File: config.mk
export PLATFORM = sky130hd
export DESIGN_NAME = ntt_seq
export DESIGN_NICKNAME = d
export VERILOG_FILES = /design/src/rtl/ntt_seq.sv
export SDC_FILE = /design/constraint.sdc
export NUM_CORES = 1
export LEC_CHECK = 0
export ABC_CLOCK_PERIOD_IN_PS = 7800
export CAP_MARGIN = 20
export CORE_AREA = 4 4 152 117
export CTS_CLUSTER_SIZE = 8
export DETAILED_ROUTE_END_ITERATION = 6
export DIE_AREA = 0 0 156 121
export HOLD_SLACK_MARGIN = 0.12
export PLACE_DENSITY = 0.61
export SKIP_LAST_GASP = 1
export SYNTH_ARGS = -nofsm -noshare
export SYNTH_HDL_FRONTEND = slang
export SYNTH_SLANG_ARGS = --single-unit
File: constraint.sdc
create_clock -name clk -period 7.8 [get_ports clk]
set_input_delay 2.34 -clock clk [delete_from_list [all_inputs] [get_ports clk]]
set_output_delay 2.34 -clock clk [all_outputs]
set_load 0.01 [all_outputs]
File: src/rtl/ntt_seq.sv
// rtl/ntt_seq.sv - Read/feed/drain sequencer and FIFO address generator for the NTT core
//
// Ports:
//   clk, rst          clock, asynchronous active-high reset
//   start, abort      command inputs (start only taken in IDLE; abort wins over everything)
//   busy, done, err   status: busy outside IDLE, one-cycle done / timeout pulses
//   rd_en, rd_addr    polynomial RAM read port (RAM has one cycle of read latency)
//   rd_data           {in[1], in[0]} pair returned by the RAM
//   ntt_in_en, ntt_in core input stream (pair per beat)
//   ntt_out_en, ntt_out core output stream
//   fifo_en           per-stage activity from the core
//   fifom_addr        shared multiplier-FIFO address
//   fifo2_addr        per-stage FIFO2 circular addresses
//   wr_en, wr_addr, wr_data result RAM write port

module ntt_seq #(
    parameter int DATA_WIDTH          = 12,
    parameter int NTT_STAGE_CNT       = 7,
    parameter int MUL_STAGE_CNT       = 4,
    parameter int MUL_STAGE_BITS      = $clog2(MUL_STAGE_CNT),
    parameter int MAX_FIFO2_ADDR_BITS = 5,
    parameter int TIMEOUT             = 1023
) (
    input  logic                                                 clk,
    input  logic                                                 rst,
    input  logic                                                 start,
    input  logic                                                 abort,
    output logic                                                 busy,
    output logic                                                 done,
    output logic                                                 err,
    output logic                                                 rd_en,
    output logic [NTT_STAGE_CNT-1:0]                             rd_addr,
    input  logic [2*DATA_WIDTH-1:0]                              rd_data,
    output logic                                                 ntt_in_en,
    output logic [1:0][DATA_WIDTH-1:0]                           ntt_in,
    input  logic                                                 ntt_out_en,
    input  logic [1:0][DATA_WIDTH-1:0]                           ntt_out,
    input  logic [NTT_STAGE_CNT-1:0]                             fifo_en,
    output logic [MUL_STAGE_BITS-1:0]                            fifom_addr,
    output logic [NTT_STAGE_CNT-1:0][MAX_FIFO2_ADDR_BITS-1:0]    fifo2_addr,
    output logic                                                 wr_en,
    output logic [NTT_STAGE_CNT-1:0]                             wr_addr,
    output logic [2*DATA_WIDTH-1:0]                              wr_data
);

    localparam int P       = 1 << NTT_STAGE_CNT;
    localparam int CNT_W   = NTT_STAGE_CNT + 1;
    localparam int WD_W    = $clog2(TIMEOUT + 1);
    localparam int FM_SIZE = MUL_STAGE_CNT - 1;

    typedef enum logic [1:0] {
        IDLE  = 2'd0,
        FEED  = 2'd1,
        DRAIN = 2'd2
    } state_t;

    state_t                        state;
    logic [CNT_W-1:0]              out_cnt;
    logic [WD_W-1:0]               wd_cnt;
    logic [1:0][DATA_WIDTH-1:0]    ntt_in_hold;
    logic                          capture;

    // Beats are only taken while a transform is active and not yet complete.
    assign capture = ntt_out_en && (state == FEED || state == DRAIN) && (out_cnt != CNT_W'(P));

    // The RAM data is forwarded straight through on the beat; between beats the
    // last pair is held so the core never sees a changing bus while idle.
    assign ntt_in = ntt_in_en ? rd_data : ntt_in_hold;

    always_ff @(posedge clk or posedge rst) begin
        if (rst) begin
            state       <= IDLE;
            busy        <= 1'b0;
            done        <= 1'b0;
            err         <= 1'b0;
            rd_en       <= 1'b0;
            rd_addr     <= '0;
            ntt_in_en   <= 1'b0;
            ntt_in_hold <= '0;
            wr_en       <= 1'b0;
            wr_addr     <= '0;
            wr_data     <= '0;
            out_cnt     <= '0;
            wd_cnt      <= '0;
        end else begin
            done      <= 1'b0;
            err       <= 1'b0;
            wr_en     <= 1'b0;
            // A read already issued still lands on the core, even across abort.
            ntt_in_en <= rd_en;
            if (ntt_in_en) begin
                ntt_in_hold <= rd_data;
            end

            if (abort) begin
                state   <= IDLE;
                busy    <= 1'b0;
                rd_en   <= 1'b0;
                rd_addr <= '0;
                wr_addr <= '0;
                out_cnt <= '0;
                wd_cnt  <= '0;
            end else begin
                if (capture) begin
                    wr_en   <= 1'b1;
                    wr_data <= ntt_out;
                    wr_addr <= out_cnt[NTT_STAGE_CNT-1:0];
                    out_cnt <= out_cnt + 1'b1;
                end

                unique case (state)
                    IDLE: begin
                        // Gating on done keeps a start in the completion cycle from
                        // launching a second transform.
                        if (start && !done) begin
                            state   <= FEED;
                            busy    <= 1'b1;
                            rd_en   <= 1'b1;
                            rd_addr <= '0;
                            out_cnt <= '0;
                            wd_cnt  <= '0;
                        end
                    end
                    FEED: begin
                        if (rd_addr == NTT_STAGE_CNT'(P - 1)) begin
                            rd_en  <= 1'b0;
                            state  <= DRAIN;
                            wd_cnt <= '0;
                        end else begin
                            rd_addr <= rd_addr + 1'b1;
                        end
                    end
                    DRAIN: begin
                        if (out_cnt == CNT_W'(P)) begin
                            done    <= 1'b1;
                            busy    <= 1'b0;
                            state   <= IDLE;
                            out_cnt <= '0;
                        end else if (capture) begin
                            wd_cnt <= '0;
                        end else if (wd_cnt == WD_W'(TIMEOUT - 1)) begin
                            err     <= 1'b1;
                            busy    <= 1'b0;
                            state   <= IDLE;
                            out_cnt <= '0;
                        end else begin
                            wd_cnt <= wd_cnt + 1'b1;
                        end
                    end
                    default: begin
                        state <= IDLE;
                        busy  <= 1'b0;
                        rd_en <= 1'b0;
                    end
                endcase
            end
        end
    end

    // Shared multiplier FIFO: one slot per multiplier stage beyond the first,
    // stepping whenever any butterfly stage is active.
    generate
        if (FM_SIZE > 1) begin : g_fifom
            always_ff @(posedge clk or posedge rst) begin
                if (rst) begin
                    fifom_addr <= '0;
                end else if (abort) begin
                    fifom_addr <= '0;
                end else if (|fifo_en) begin
                    if (fifom_addr == MUL_STAGE_BITS'(FM_SIZE - 1)) begin
                        fifom_addr <= '0;
                    end else begin
                        fifom_addr <= fifom_addr + 1'b1;
                    end
                end
            end
        end else begin : g_fifom_const
            assign fifom_addr = '0;
        end
    endgenerate

    // Per-stage FIFO2 depth is the gap between the half-butterfly span and the
    // multiplier latency; stages where that depth is trivial keep address 0.
    generate
        for (genvar i = 0; i < NTT_STAGE_CNT; i++) begin : g_fifo2
            localparam int HRS = 1 << (NTT_STAGE_CNT - i - 1);
            localparam int Z   = (HRS > MUL_STAGE_CNT) ? (HRS - MUL_STAGE_CNT - 1)
                                                       : (MUL_STAGE_CNT - HRS - 1);
            if (i == 0 || Z <= 1) begin : g_const
                assign fifo2_addr[i] = '0;
            end else begin : g_cnt
                localparam int ZW = $clog2(Z);
                logic [ZW-1:0] cnt;
                always_ff @(posedge clk or posedge rst) begin
                    if (rst) begin
                        cnt <= '0;
                    end else if (abort) begin
                        cnt <= '0;
                    end else if (fifo_en[i]) begin
                        if (cnt == ZW'(Z - 1)) begin
                            cnt <= '0;
                        end else begin
                            cnt <= cnt + 1'b1;
                        end
                    end
                end
                assign fifo2_addr[i] = MAX_FIFO2_ADDR_BITS'(cnt);
            end
        end
    endgenerate

endmodule

==> flow_summary_export.csv, run 1 <==
group,metric,value,unit
run_status,status,"complete, no violations",
sta,finClkSkew,0.00849,ns
run,cap_violations,0,
drt,routed_via_density,4.62,
yosys,synth_top_family_by_area,"multiplexers",
yosys,netlist.area_leader.share,0.532,
critical_path,cp.arrival,3.53,ns
grt,grt_pass1_wl,17.6,mm
layout,final_cells,780,
sta,post-route-period-util,0.752,
power_and_ir_drop,seqPwrFrac,0.371,
yosys,yosys-top-cells-area,"dfrtp_1 (53%), mux2_2 (12%), buf_4 (4.1%)",
sta,tns,0,ns
clocking,cts_root_buf,"clkbuf_16",
die,core,16500,um2
yosys,ys_seq_area_frac,0.532,
clocking,htreeDepth,3,
critical_path,end_kind,"output pin",
yosys,async_reset_ff_frac,1.00,
die,fp.dieArea,18900,um2
power_and_ir_drop,pwr-share-comb,0.398,
layout,design_area,6650,um2
yosys,synth_top_flop_cell,"dfrtp_1",
place,place_ws,1.92,ns
critical_path,slowest_stage,"clkdlybuf4s50_1",
layout,antennaDiodeCount,0,
yosys,synth_edf_count,0,
yosys,synthMuxAreaShare,0.127,
layout,final_nets,637,
critical_path,path_delay_family,"buffers and inverters",
sta,hold_ws,0.444,ns
place,gp_congestion,0.807,
sta,tightest_slew,0.970,ns
clocking,clk_pin_slew,0.06,ns
power_and_ir_drop,p_sw,0.596,mW
yosys,synthDistinctLibCells,56,
yosys,ys_warn_count,0,
place,place_area,6350,um2
yosys,ys_ff_latch,102,
yosys,syn_area,4800,um2
yosys,synth-compound-area-share,0.105,
layout,final_layout_size_suffix_gt1_frac,0.150,
drt,drt_wl_total,10.9,mm
layout,syn2layout_area_growth,38.6,%
critical_path,cp_num_buf_inv,2,
drt,drt-initial-drc-count,228,
grt,grtUsageTotal,0.116,
yosys,yosysMostFrequentCell,"dfrtp_1",
die,floorplan.initialDensity,0.291,
yosys,synth_xor_area_frac,0.0146,
sta,setup_viol,0,
clocking,clock_path_buffers,2,
critical_path,path_cells,"clkdlybuf4s50_1 -> mux2_2 -> clkdlybuf4s50_1",
yosys,ys_top_cells_by_count,"dfrtp_1 (102), mux2_2 (51), nor2_1 (33)",
clocking,cts_tree,"done",
yosys,synth_adder_area_share,0.0339,
grt,grt_antenna_before_repair,0,
die,rows,41,
clocking,post_cts_buffers,0,
power_and_ir_drop,powerDensity,303,nW/um2
die,die_x,156,um
critical_path,cp_slowest_stage_delay,0.48,ns
place,hpwl,8.01,mm
sta,max_freq,170,MHz
min_path,hold_class,"register to register",
power_and_ir_drop,power,2.01,mW
power_and_ir_drop,switching_share,0.296,
clocking,cts_hold_buf,0,
yosys,yosysTopAreaCell,"dfrtp_1",
die,die_y,121,um
critical_path,cp.required,5.46,ns
grt,grt_pass1_vias,3570,
sta,fin_ws,1.93,ns
layout,final_util,0.404,
power_and_ir_drop,p_int,1.42,mW
clocking,cts.sinks,102,
sta,rsz0062_at_grt,"no",
clocking,clock_latency,0.34,ns
grt,grt_max_degree,62,
critical_path,cp_max_fo,2,
critical_path,path_class,"primary input to output pin",
drt,wl_per_cell,13.9,um
critical_path,critPathLaunchType,"primary input",
power_and_ir_drop,peakVddDrop,0.0991,mV
place,portBuffers,141,
drt,drc,0,
power_and_ir_drop,leakagePower,2.76,nW
drt,ant_nets,0,
clocking,post_cts_resized,0,
place,dpl.cell_count,768,
yosys,synth_simple_gate_area_frac,0.126,
sta,relSlewSlack,0.353,
clocking,cts_made_buffers,9,
die,io_pins,165,
sta,min_period,5.87,ns
sta,slew_violations,0,
grt,overflow,0,
sta,hold_viol_final,0,
layout,fillers,1589,
drt,firstDrtPassIters,4,
power_and_ir_drop,p_clk_frac,0.230,
yosys,synth_cells,423,
yosys,avgSynthCellArea,11.3,um2
drt,num_vias,3604,
critical_path,crit_top_cell,"clkdlybuf4s50_1",
per-layer routing:
layer | vias up | global-route usage | wire (um)
li1 | 1735 | - | -
met4 | 0 | 0.0399 | 140
met5 | - | 0 | 0
met2 | 131 | 0.178 | 4780
met1 | 1725 | 0.149 | 4910
met3 | 13 | 0.0435 | 1020
power groups by stage:
| stage | logic, mW | clock network (mW) | registers, mW |
|---|---|---|---|
| floorplan | 0.403 | 0 | 0.773 |
| global placement | 0.799 | 0 | 0.755 |
| detailed placement | 0.813 | 0 | 0.761 |
| CTS | 0.815 | 0.489 | 0.751 |
| global route | 0.869 | 0.506 | 0.767 |
| finish | 0.801 | 0.464 | 0.748 |
cell usage in the layout, fill, tap and decap left out, drive strengths merged, types with 3 or more instances in the layout:
master	count
clkdlybuf4s50	141
dfrtp	102
mux2	52
nor2	34
nand2	28
a21oi	25
conb	23
o21ai	16
inv	15
nand3	13
ha	13
clkbuf	10
nor3	6
nand2b	5
nand4	5
a31oi	5
xor2	5
or3	5
o22a	4
and2	4
o31ai	3
or4	3
nor3b	3
a21bo	3
xnor2	3
and3	3
buf	3
and4	3
a21o	3
logic make-up after synthesis:
logic type,after synthesis
AO/OA/AOI/OAI,75
AND/OR/NAND/NOR,119
XOR/XNOR,8
other,1
multiplexers,54
adder cells (fa/ha/maj),13
flip-flops,102
buffers and inverters,51
path summary, 6_finish.rpt:
path | startpoint | to | slack [ns] | cells past startpoint
min in group asynchronous | rst | ntt_in_hold[20] | 2.39 | 2
worst max register to register | state[1] | wr_data[22] | 5.27 | 7
worst min register to register | rd_en | ntt_in_en | 0.44 | 0
worst min-delay path | rd_en | ntt_in_en | 0.44 | 0
worst max-delay path | rd_data[22] | ntt_in[22] | 1.93 | 3
max in group asynchronous | rst | ntt_in_hold[22] | 4.24 | 3
sequential cells by signal, indices dropped and copies added (netlist names):
register	cells
ntt_in_hold	24
wr_data	24
g_fifo2.g_cnt.cnt	12
wd_cnt	10
out_cnt	8
rd_addr	7
wr_addr	7
fifom_addr	2
state	2
busy	1
done	1
err	1
ntt_in_en	1
rd_en	1
wr_en	1
worst register-to-register path: cells and delay by family, from the launching register on:
family / cells / cell delay [ns]
buf+inv: 2 / 0.40
simple gates: 2 / 0.57
fa+ha+maj: 1 / 0.27
compound gates: 1 / 0.39
mux: 1 / 0.40
flops: 1 / 0.38
area by class of cell:
type | count | area [um2] | area share
Tap cell | 215 | 269 | 0.0405
Clock inverter | 2 | 60.1 | 0.00903
Timing Repair Buffer | 144 | 1430 | 0.216
Multi-Input combinational cell | 292 | 2040 | 0.306
Clock buffer | 10 | 239 | 0.0359
Sequential cell | 102 | 2550 | 0.384
Inverter | 15 | 58.8 | 0.00884
Note: power is estimated with default switching activity, not from simulation.
==> inputs of run 2 (changes only) <==
--- a/config.mk
+++ b/config.mk
@@ -5,7 +5,7 @@
 export SDC_FILE = /design/constraint.sdc
 export NUM_CORES = 1
 export LEC_CHECK = 0
-export ABC_CLOCK_PERIOD_IN_PS = 7800
+export ABC_CLOCK_PERIOD_IN_PS = 6000
 export CAP_MARGIN = 20
 export CORE_AREA = 4 4 152 117
 export CTS_CLUSTER_SIZE = 8
==> constraint.sdc (replaced) <==
create_clock -name clk -period 6 [get_ports clk]
set_input_delay 1.8 -clock clk [delete_from_list [all_inputs] [get_ports clk]]
set_output_delay 1.8 -clock clk [all_outputs]
set_load 0.01 [all_outputs]
==> run 2 against run 1 <==
Sequential share of layout area about the same. Routed wire length rose by 0.92%. Via count increased by 0.31%. Critical endpoint is now ntt_in[21]. Largest cell class unchanged. Highest routed layer unchanged.
==> flow_summary_export.csv, run 2 (synthesis gave the netlist of run 1 again) <==
group,metric,value,unit
critical_path,cp_max_fo,2,
clocking,post_cts_resized,0,
clocking,cts_root_buf,"clkbuf_16",
grt,overflow,0,
clocking,clk_pin_slew,0.06,ns
grt,grt_pass1_vias,3587,
sta,post-route-period-util,0.798,
place,gp_congestion,0.807,
sta,rsz0062_at_grt,"no",
clocking,clock_path_buffers,2,
grt,grt_max_degree,76,
sta,setup_viol,0,
drt,drc,0,
power_and_ir_drop,p_int,1.81,mW
clocking,post_cts_buffers,0,
critical_path,cp.required,4.20,ns
power_and_ir_drop,pwr-share-comb,0.402,
drt,ant_nets,0,
layout,final_nets,637,
sta,tns,0,ns
drt,firstDrtPassIters,4,
sta,hold_viol_final,0,
layout,final_util,0.403,
die,floorplan.initialDensity,0.291,
place,dpl.cell_count,768,
grt,grt_pass1_wl,17.6,mm
layout,design_area,6640,um2
layout,layout_common_cells,"clkdlybuf4s50_1 (141), dfrtp_1 (102), mux2_2 (51)",
grt,grt_antenna_before_repair,0,
sta,slew_violations,0,
clocking,cts_hold_buf,0,
place,place_area,6350,um2
critical_path,cp.arrival,2.99,ns
power_and_ir_drop,seqPwrFrac,0.375,
drt,routed_via_density,4.62,
layout,final_layout_size_suffix_gt1_frac,0.151,
layout,reg.largest.list,"ntt_in_hold x24, wr_data x24, g_fifo2.g_cnt.cnt x12",
die,rows,41,
min_path,hold_class,"register to register",
die,fp.dieArea,18900,um2
clocking,clock_latency,0.35,ns
die,core,16500,um2
run,cap_violations,0,
sta,max_freq,209,MHz
power_and_ir_drop,p_clk_frac,0.223,
sta,tightest_slew,0.991,ns
place,hpwl,8.06,mm
sta,relSlewSlack,0.339,
layout,antennaDiodeCount,0,
drt,wl_per_cell,14.0,um
die,io_pins,165,
die,die_y,121,um
layout,final_common_cell,"clkdlybuf4s50_1",
clocking,cts_made_buffers,9,
power_and_ir_drop,switching_share,0.303,
power_and_ir_drop,p_sw,0.786,mW
critical_path,critPathLaunchType,"primary input",
power_and_ir_drop,power,2.59,mW
critical_path,end_kind,"output pin",
drt,drt-initial-drc-count,124,
sta,finClkSkew,0.00970,ns
clocking,cts.sinks,102,
die,die_x,156,um
critical_path,path_class,"primary input to output pin",
power_and_ir_drop,peakVddDrop,0.124,mV
layout,final_cells,783,
layout,fillers,1607,
drt,drt_wl_total,11.0,mm
place,portBuffers,141,
sta,min_period,4.79,ns
grt,grtUsageTotal,0.116,
drt,num_vias,3615,
clocking,cts_tree,"done",
power_and_ir_drop,powerDensity,391,nW/um2
clocking,htreeDepth,3,
power_and_ir_drop,leakagePower,2.75,nW
run_status,status,"complete, no violations",
layout,syn2layout_area_growth,38.4,%
[run 2: cell types whose count changed in the layout (fill, tap and decap cells not counted)]
cell / delta
clkinvlp_4: +2
bufinv_16: -1
clkbuf_1: +2
[run 2: final timing paths]
kind / from / end / slack [ns] / cells after the start
worst max-delay path: rd_data[21] / ntt_in[21] / 1.21 / 3
worst min-delay path: rd_en / ntt_in_en / 0.45 / 0
worst max register to register: state[1] / wr_data[19] / 3.43 / 7
worst min register to register: rd_en / ntt_in_en / 0.45 / 0
max in group asynchronous: rst / wr_data[5] / 3.01 / 3
min in group asynchronous: rst / ntt_in_hold[22] / 1.98 / 2
[run 2: through the flow]
step / worst slack (ns) / hold slack, ns
after detailed placement: 1.19 / 0.459
after floorplan: 1.52 / 0.429
after global placement: 1.21 / 0.453
after global routing: 1.18 / 0.478
after CTS: 1.20 / 0.467
final: 1.21 / 0.447
[run 2: critical path: stages]
cell	delay (ns)
clkdlybuf4s50_1	0.42
mux2_2	0.29
clkdlybuf4s50_1	0.48
[run 2: layer usage]
metal / share of wire / up-vias / global-route usage / wire, um
li1: - / 1727 / - / -
met1: 0.45 / 1747 / 0.143 / 4930
met2: 0.45 / 132 / 0.186 / 4950
met3: 0.090 / 9 / 0.0506 / 983
met4: 0.0079 / 0 / 0.0273 / 87
met5: 0 / - / 0 / 0
[run 2: cell type report]
| class | count | area (um2) | share of cell area |
|---|---|---|---|
| clock buffers | 12 | 246 | 0.0371 |
| clock inverters | 3 | 45.0 | 0.00678 |
| multi-input cells | 292 | 2040 | 0.307 |
| flip-flops and latches | 102 | 2550 | 0.384 |
| inverters | 15 | 58.8 | 0.00885 |
| well taps | 215 | 269 | 0.0405 |
| repair buffers | 144 | 1430 | 0.216 |
[run 2: power by group through the flow]
stage               combinational [mW]  sequential, mW  clock (mW)
floorplan                        0.524            1.01           0
global placement                  1.04           0.982           0
detailed placement                1.05           0.991           0
CTS                               1.06           0.977       0.610
global route                      1.13            1.00       0.637
finish                            1.04           0.973       0.579
==> inputs of run 3 (changes only) <==
--- a/config.mk
+++ b/config.mk
@@ -5,7 +5,7 @@
 export SDC_FILE = /design/constraint.sdc
 export NUM_CORES = 1
 export LEC_CHECK = 0
-export ABC_CLOCK_PERIOD_IN_PS = 6000
+export ABC_CLOCK_PERIOD_IN_PS = 5000
 export CAP_MARGIN = 20
 export CORE_AREA = 4 4 152 117
 export CTS_CLUSTER_SIZE = 8
==> constraint.sdc (replaced) <==
create_clock -name clk -period 5 [get_ports clk]
set_input_delay 1.5 -clock clk [delete_from_list [all_inputs] [get_ports clk]]
set_output_delay 1.5 -clock clk [all_outputs]
set_load 0.01 [all_outputs]
==> run 3 against run 2 <==
Combinational power increased by 21%. Register-to-register slack worse by 0.77 ns. Final area increased by 0.26%. Hold slack better by 0.0045 ns. Clock skew barely moved. Sequential power increased by 20%. Non-clock buffer count grew 1. Critical endpoint is now ntt_in[22]. Largest cell class unchanged. Largest power group unchanged.
==> flow_summary_export.csv, run 3 (synthesis gave the netlist of run 1 again) <==
group,metric,value,unit
drt,firstDrtPassIters,4,
critical_path,slowest_stage,"clkdlybuf4s50_1",
critical_path,cp.required,3.50,ns
layout,regArea,2550,um2
drt,drc,0,
layout,antennaDiodeCount,0,
place,gp_congestion,0.824,
min_path,hold_class,"register to register",
sta,tightest_slew,0.966,ns
clocking,post_cts_buffers,0,
critical_path,reg2reg_depth,8,
grt,grt_pass1_vias,3616,
drt,ant_nets,0,
layout,multi_input_area,2040,um2
sta,finClkSkew,0.00955,ns
grt,overflow,0,
die,rows,41,
clocking,htreeDepth,3,
grt,grtUsageTotal,0.122,
layout,fillers,1548,
critical_path,crit_end,"ntt_in[22]",
critical_path,path_cells,"clkdlybuf4s50_1 -> mux2_2 -> clkdlybuf4s50_1",
sta,post-route-period-util,0.838,
critical_path,end_kind,"output pin",
power_and_ir_drop,peakVddDrop,0.177,mV
sta,tns,0,ns
run_status,status,"complete, no violations",
clocking,clk_pin_slew,0.07,ns
die,floorplan.initialDensity,0.291,
critical_path,cp.arrival,2.69,ns
run,cap_violations,0,
place,hpwl,8.04,mm
clocking,cts_tree,"done",
critical_path,crit_top_cell,"clkdlybuf4s50_1",
drt,drt_wl_total,11.1,mm
sta,max_freq,239,MHz
critical_path,startpoint,"rd_data[22]",
critical_path,cp_max_fo,2,
drt,wl_per_cell,14.2,um
power_and_ir_drop,leakagePower,2.76,nW
critical_path,critPathLaunchType,"primary input",
layout,final_layout_size_suffix_gt1_frac,0.154,
power_and_ir_drop,powerDensity,467,nW/um2
place,portBuffers,141,
layout,layout_common_cells,"clkdlybuf4s50_1 (141), dfrtp_1 (102), mux2_2 (51)",
sta,rsz0062_at_grt,"no",
layout,final_nets,638,
critical_path,reg2reg_from,"state[1]",
die,die_y,121,um
layout,syn2layout_area_growth,38.8,%
sta,hold_viol_final,0,
sta,hold_ws,0.451,ns
grt,grt_pass1_wl,18.6,mm
critical_path,timing.rr.end,"wr_data[6]",
sta,setup_viol,0,
grt,grt_antenna_before_repair,0,
clocking,cts_made_buffers,9,
die,io_pins,165,
critical_path,cp_slowest_stage_delay,0.48,ns
clocking,cts.sinks,102,
layout,final_common_cell,"clkdlybuf4s50_1",
clocking,clock_path_buffers,2,
power_and_ir_drop,power,3.11,mW
sta,relSlewSlack,0.356,
drt,routed_via_density,4.59,
clocking,post_cts_resized,0,
clocking,cts_hold_buf,0,
die,die_x,156,um
drt,num_vias,3604,
clocking,clock_latency,0.35,ns
sta,slew_violations,0,
die,fp.dieArea,18900,um2
critical_path,rrSetupSlack,2.66,ns
die,core,16500,um2
drt,drt-initial-drc-count,124,
sta,min_period,4.19,ns
layout,reg.largest.list,"ntt_in_hold x24, wr_data x24, g_fifo2.g_cnt.cnt x12",
critical_path,path_class,"primary input to output pin",
clocking,cts_root_buf,"clkbuf_16",
grt,grt_max_degree,65,
[run 3: changes by cell type in the layout (fill, tap and decap cells not counted), sizes merged]
cell,delta
bufinv,-1
buf,+1
clkbuf,+2
[run 3: final cells by class]
| class | instances | share of cell area |
|---|---|---|
| inverter | 15 | 0.00883 |
| tap | 215 | 0.0404 |
| clock inverter | 2 | 0.00225 |
| sequential | 102 | 0.383 |
| clock buffer | 14 | 0.0411 |
| timing repair buffer | 145 | 0.218 |
| multi-input combinational | 292 | 0.306 |
[run 3: worst max-delay path: cells and delay by family]
family / cells / cell delay, ns
buf+inv: 2 / 0.90
mux: 1 / 0.28
[run 3: worst min-delay path by stage]
stage	from	end	slack [ns]	cells past startpoint
global route	rd_en	ntt_in_en	0.48	0
global placement	rd_en	ntt_in_en	0.47	0
floorplan	rd_en	ntt_in_en	0.43	0
finish	rd_en	ntt_in_en	0.45	0
CTS	rd_en	ntt_in_en	0.47	0
detailed placement	rd_en	ntt_in_en	0.46	0
[run 3: layer usage]
metal,part of all wire,wire (um),vias to the layer above,global-route usage
li1,-,-,1733,-
met1,0.46,5120,1732,0.163
met2,0.44,4910,128,0.185
met3,0.087,968,11,0.0456
met4,0.012,133,0,0.0334
met5,0,0,-,0
[run 3: stage by stage]
step | setup WS, ns | utilization | cells | instance area (um2)
detailed placement | 0.799 | 0.387 | 769 | 6370
CTS | 0.795 | 0.404 | 785 | 6660
global route | 0.776 | 0.404 | 785 | 6660
global placement | 0.807 | 0.387 | 769 | 6370
floorplan | 0.825 | - | 445 | 4880
finish | 0.810 | 0.404 | 785 | 6660
[run 3: power by group]
group | total (mW) | switching (mW) | internal, mW
combinational | 1.26 | 0.535 | 0.723
clock | 0.686 | 0.307 | 0.379
sequential | 1.17 | 0.115 | 1.05
